`config.mk`:
```
export PLATFORM = sky130hd
export DESIGN_NAME = syscall_unit
export DESIGN_NICKNAME = d
export VERILOG_FILES = /design/src/rtl/syscall_unit_pkg.sv /design/src/rtl/syscall_unit_hex_ascii.sv /design/src/rtl/syscall_unit.sv
export SDC_FILE = /design/constraint.sdc
export NUM_CORES = 1
export LEC_CHECK = 0
export ABC_AREA = 1
export ABC_CLOCK_PERIOD_IN_PS = 4600
export BUFFER_PORTS_ARGS = -buffer_cell sky130_fd_sc_hd__buf_2
export CAP_MARGIN = 20
export CELL_PAD_IN_SITES_DETAIL_PLACEMENT = 0
export CELL_PAD_IN_SITES_GLOBAL_PLACEMENT = 1
export CORE_ASPECT_RATIO = 1.5
export CORE_MARGIN = 2
export CORE_UTILIZATION = 40
export CTS_BUF_LIST = sky130_fd_sc_hd__clkbuf_16
export CTS_CLUSTER_DIAMETER = 150
export DETAILED_ROUTE_END_ITERATION = 7
export PLACE_DENSITY = 0.84
export SYNTH_ARGS = -nofsm -noshare
export SYNTH_HDL_FRONTEND = slang
export SYNTH_HIERARCHICAL = 1
export SYNTH_SLANG_ARGS = --single-unit
```
`constraint.sdc`:
```
create_clock -name clk -period 4.6 [get_ports clk]
set_input_delay 0.46 -clock clk [delete_from_list [all_inputs] [get_ports clk]]
set_output_delay 0.46 -clock clk [all_outputs]
set_load 0.02 [all_outputs]
```
`src/rtl/syscall_unit_pkg.sv`:
```
// Shared definitions for the SYSCALL service unit: service codes, the FSM
// state encoding and a helper that recognises the supported services.
package syscall_unit_pkg;

   localparam logic [31:0] SYS_PRINT_STR  = 32'd4;
   localparam logic [31:0] SYS_EXIT       = 32'd10;
   localparam logic [31:0] SYS_PRINT_CHAR = 32'd11;
   localparam logic [31:0] SYS_PRINT_HEX  = 32'd34;

   typedef enum logic [2:0] {
      ST_IDLE,
      ST_STR_REQ,
      ST_STR_WAIT,
      ST_STR_EMIT,
      ST_CHAR_EMIT,
      ST_HEX_EMIT,
      ST_DONE,
      ST_HALTED
   } state_t;

   // True for the service codes the unit acts on; anything else is a no-op.
   function automatic logic is_service(input logic [31:0] code);
      return (code == SYS_PRINT_STR) || (code == SYS_EXIT) ||
             (code == SYS_PRINT_CHAR) || (code == SYS_PRINT_HEX);
   endfunction

endpackage

```
`src/rtl/syscall_unit_hex_ascii.sv`:
```
// Nibble to uppercase ASCII hex digit ('0'-'9', 'A'-'F'); purely combinational
// so debug/trace logic can reuse it.
module hex_ascii (
   input  logic [3:0] nibble,
   output logic [7:0] ascii
);

   // 0-9 map onto 0x30-0x39, 10-15 onto 0x41-0x46.
   always_comb begin
      ascii = (nibble < 4'd10) ? {4'h3, nibble} : (8'h37 + {4'h0, nibble});
   end

endmodule

```
`src/rtl/syscall_unit.sv`:
```
// SYSCALL service unit: print_string, print_char, print_hex and exit.
// Characters leave on a valid/ready stream; the pipeline is stalled while a
// service runs and a sticky halt is raised by exit.
import syscall_unit_pkg::*;

module syscall_unit #(
   parameter int MAX_STR_LEN = 256,
   parameter bit BIG_ENDIAN  = 1'b1
) (
   input  logic        clk,
   input  logic        rst,
   input  logic        syscall,
   input  logic [31:0] v0,
   input  logic [31:0] a0,
   output logic        stall,
   output logic        halt,
   output logic        mem_rd,
   output logic [31:0] mem_addr,
   input  logic [31:0] mem_rdata,
   output logic [7:0]  char_data,
   output logic        char_valid,
   input  logic        char_ready
);

   localparam int CNT_W = $clog2(MAX_STR_LEN + 1);
   localparam logic [CNT_W-1:0] COUNT_MAX = CNT_W'(MAX_STR_LEN);

   state_t            state;
   logic [31:0]       arg_q;
   logic [31:0]       ptr_q;
   logic [CNT_W-1:0]  count_q;
   logic [2:0]        digit_q;

   logic              trigger;
   logic              handshake;
   logic [31:0]       next_ptr;
   logic [1:0]        lane;
   logic [7:0]        str_byte;
   logic [2:0]        next_digit;
   logic [2:0]        hex_idx;
   logic [31:0]       hex_src;
   logic [3:0]        hex_nibble;
   logic [7:0]        hex_char;

   assign trigger   = (state == ST_IDLE) && syscall && is_service(v0);
   assign handshake = char_valid && char_ready;
   assign next_ptr  = ptr_q + 32'd1;
   assign next_digit = digit_q + 3'd1;

   // Stall the pipeline whenever a service is active, and already in the
   // IDLE cycle that accepts a valid code so the SYSCALL does not slip past.
   assign stall = trigger || ((state != ST_IDLE) && (state != ST_DONE));
   assign halt  = (state == ST_HALTED);

   // Pick the addressed byte out of the returned word; lane 3 is the MSB.
   always_comb begin
      // NOTE: every combinational output gets a default first so no path
      // leaves it unassigned and a latch is never inferred.
      str_byte = 8'h00;
      lane     = BIG_ENDIAN ? ~ptr_q[1:0] : ptr_q[1:0];
      case (lane)
         2'd0: str_byte = mem_rdata[7:0];
         2'd1: str_byte = mem_rdata[15:8];
         2'd2: str_byte = mem_rdata[23:16];
         2'd3: str_byte = mem_rdata[31:24];
      endcase
   end

   // Select the nibble for the digit about to be loaded: the top nibble of
   // a0 at the trigger, otherwise the one after the digit being shown.
   always_comb begin
      hex_src    = (state == ST_IDLE) ? a0 : arg_q;
      hex_idx    = (state == ST_IDLE) ? 3'd0 : next_digit;
      hex_nibble = hex_src[{~hex_idx, 2'b00} +: 4];
   end

   hex_ascii u_hex_ascii (
      .nibble (hex_nibble),
      .ascii  (hex_char)
   );

   // Service FSM with registered memory-request and stream outputs.
   always_ff @(posedge clk or posedge rst) begin
      // NOTE: sequential state uses non-blocking assignments so every
      // register samples the pre-edge values regardless of statement order.
      if (rst) begin
         state      <= ST_IDLE;
         arg_q      <= '0;
         ptr_q      <= '0;
         count_q    <= '0;
         digit_q    <= '0;
         mem_rd     <= 1'b0;
         mem_addr   <= '0;
         char_data  <= '0;
         char_valid <= 1'b0;
      end else begin
         case (state)
            ST_IDLE: begin
               if (trigger) begin
                  arg_q   <= a0;
                  ptr_q   <= a0;
                  count_q <= '0;
                  digit_q <= '0;
                  case (v0)
                     SYS_PRINT_STR: begin
                        mem_rd   <= 1'b1;
                        mem_addr <= {a0[31:2], 2'b00};
                        state    <= ST_STR_REQ;
                     end
                     SYS_PRINT_CHAR: begin
                        char_data  <= a0[7:0];
                        char_valid <= 1'b1;
                        state      <= ST_CHAR_EMIT;
                     end
                     SYS_PRINT_HEX: begin
                        char_data  <= hex_char;
                        char_valid <= 1'b1;
                        state      <= ST_HEX_EMIT;
                     end
                     // trigger only fires for known codes, so this is exit
                     default: state <= ST_HALTED;
                  endcase
               end
            end
            ST_STR_REQ: begin
               mem_rd <= 1'b0;
               state  <= ST_STR_WAIT;
            end
            ST_STR_WAIT: begin
               if ((str_byte == 8'h00) || (count_q == COUNT_MAX)) begin
                  state <= ST_DONE;
               end else begin
                  char_data  <= str_byte;
                  char_valid <= 1'b1;
                  state      <= ST_STR_EMIT;
               end
            end
            ST_STR_EMIT: begin
               if (handshake) begin
                  char_valid <= 1'b0;
                  ptr_q      <= next_ptr;
                  if (count_q != COUNT_MAX) count_q <= count_q + 1'b1;
                  // the word is fetched again for every character
                  mem_rd     <= 1'b1;
                  mem_addr   <= {next_ptr[31:2], 2'b00};
                  state      <= ST_STR_REQ;
               end
            end
            ST_CHAR_EMIT: begin
               if (handshake) begin
                  char_valid <= 1'b0;
                  state      <= ST_DONE;
               end
            end
            ST_HEX_EMIT: begin
               if (handshake) begin
                  if (digit_q == 3'd7) begin
                     char_valid <= 1'b0;
                     state      <= ST_DONE;
                  end else begin
                     digit_q   <= next_digit;
                     char_data <= hex_char;
                  end
               end
            end
            // one stall-free cycle lets the PC move past the SYSCALL
            ST_DONE:   state <= ST_IDLE;
            ST_HALTED: state <= ST_HALTED;
         endcase
      end
   end

endmodule

```
==> qor.yml <==
path_class: "reg2reg"
grt_pass1_vias: 6813
hold_path_class: "in2async"
timing.fmax_ghz: 0.3196
die_area_sq_um: 19550
drv_slew: 0
clock_path_buffers: 2
synth_edf_count: 0
grt_max_degree: 60
power.density_nw_per_um2: 352.9
postCtsSetupRepairBufs: 0
fill_cells: 1903
hold_viol: 0
htreeDepth: 4
required_ns: 4.90
total_power_w: 0.003101
cp.arrival_ns: 3.43
drc: 0
routabilityCongestion: 0.9138
ys_warn_count: 6
cts_tree: "done"
async_flop_share_pct: 100.0
layout-drive-gt1-share_pct: 19.06
cts_hold_buf: 0
clkTransAtPathRegs_ns: 0.06
synth-seq-cells: 119
routed_wl_microns: 21510
die_h_microns: 170.3
finalSetupViolations: 0
antenna_found_initial: 1
cts_made_buffers: 17
syn_to_final_growth_pct: 19.22
rsz0062_at_grt: "no"
yosys_most_used_dff: "dfrtp_1"
period_needed_ns: 3.129
r2r_cells: 9
tns_ns: 0
peakVddDrop_uv: 255.2
routed-via-count: 7192
ctsResizeCount: 0
postSynthCellCount: 1051
place_hpwl_microns: 16550
wire_per_inst_microns: 15.27
slew_headroom_pct: 49.01
syn_area_per_cell_sq_um: 7.013
clock-sinks: 119
cap_violations: 0
layout.nets: 1288
crit_path_end_kind: "flip-flop"
netlist_area_sq_um: 7371
grt_overflow: 0
grt_first_pass_wirelength_microns: 34290
finalWorstSetupSlack_ns: 1.471
synth_seq_area_share_pct: 40.40
period_share_pct: 68.02
antenna_left: 0
portBuffers: 141
yosysUniqueCellTypes: 44
grt.total_usage_pct: 22.51
viasPerCell: 5.104
clk_latency_ns: 0.43
start_kind: "flip-flop"
core_sq_um: 18020
fin_skew_ns: 0.01384
layout_common_cells: "365 x nand2_1, 141 x buf_2, 119 x dfrtp_1, 94 x inv_1, 91 x nor2_1"
start_util_pct: 40.91
power_leakage_nw: 4.439
drt-initial-drc-count: 497
status: "finished, final reports clean"
final_common_cell: "nand2_1"
fin_util_pct: 48.77
dr.pass1.iters: 5
crit_fanout: 59
ioPinCount: 144
cts_root_buf: "clkbuf_16"
row_count: 60
dp_worst_setup_slack_ns: 1.275
die_x_microns: 114.8
worst_slew_pin_slew_ns: 0.7639
[final timing paths]
check | from | endpoint | slack, ns
setup / recovery | state[0]$_DFFE_PP0P_ | mem_addr[2]$_DFFE_PP0P_ | 1.47
hold reg to reg | char_data[5]$_DFFE_PP0P_ | char_data[5]$_DFFE_PP0P_ | 0.47
hold / removal | rst | count_q[7]$_DFFE_PP0P_ | 0.03
min in group clk | a0[27] | arg_q[27]$_DFFE_PP0P_ | 0.30
max in group asynchronous | rst | ptr_q[16]$_DFFE_PP0P_ | 3.64
setup reg to reg | state[0]$_DFFE_PP0P_ | mem_addr[2]$_DFFE_PP0P_ | 1.47
[registers in the layout, summed over array words and instances (netlist names)]
register,flops
mem_addr,30
state,3
ptr_q,32
mem_rd,1
char_valid,1
digit_q,3
count_q,9
arg_q,32
char_data,8
[cell usage after synthesis (all sizes together) (12+ instances only)]
| master | instances | area, sq um |
|---|---|---|
| inv | 99 | 371.6 |
| o21ai | 134 | 708.2 |
| xor2 | 14 | 122.6 |
| nor3 | 12 | 60.06 |
| nand2 | 370 | 1420 |
| nand4 | 29 | 196.4 |
| buf | 20 | 152.6 |
| dfrtp | 119 | 2978 |
| nor2 | 99 | 396.6 |
| clkbuf | 19 | 72.56 |
| nand3 | 58 | 307.8 |
| or2 | 12 | 75.07 |
[worst max-delay path, cell delays in order (launching register included)]
cell and delay (ns):
dfrtp_1 0.44, nor2_2 0.17, nand2_2 0.24, nor2_1 0.25, nand2_4 0.35, nand2_8 0.29
nand3_2 0.60, buf_4 0.47, nand2_1 0.09, o21ai_2 0.05
[logic make-up (layout without fill, tap and decap cells)]
kind of cell | after synthesis | in the layout | share of synthesized area (%)
adder cells (fa/ha/maj) | 9 | 9 | 1.528
AO/OA/AOI/OAI | 169 | 169 | 12.73
AND/OR/NAND/NOR | 586 | 586 | 33.92
multiplexers | 7 | 7 | 1.069
XOR/XNOR | 16 | 16 | 1.901
flip-flops | 119 | 119 | 40.40
other | 2 | 4 | 0.1019
buffers and inverters | 143 | 282 | 8.352
[cell type report]
type                    count  area (sq um)  area share [%]
flip-flops and latches    119          2978           33.89
diodes                      1         2.502         0.02848
clock buffers              17         425.4           4.841
multi-input cells         790          3781           43.03
inverters                 104         392.9           4.471
clock inverters            14         172.7           1.965
well taps                 217         271.5           3.090
repair buffers            147         763.2           8.686
[where the power goes]
part	internal, W	switching, W
Clock	0.000853	0.000515
Combinational	0.000185	0.000300
Sequential	0.00113	0.000114
Total	0.00217	0.000929
[layer usage]
layer	GRT usage, %	vias up	part of all wire (%)
li1	-	3661	-
met1	26.23	3307	41
met2	41.88	186	53
met3	2.956	38	3.9
met4	7.648	0	2.2
met5	0	-	0
[metrics by stage]
stage	instance area [sq um]	hold slack (ns)	instances
2_1_floorplan	7375	0.4459	1052
3_3_place_gp	8167	0.4491	1376
5_1_grt	8787	0.06819	1409
3_5_place_dp	8167	0.4532	1376
6_report	8787	0.02921	1409
4_1_cts	8765	0.04375	1407
Power figures use the tool's default switching activity.
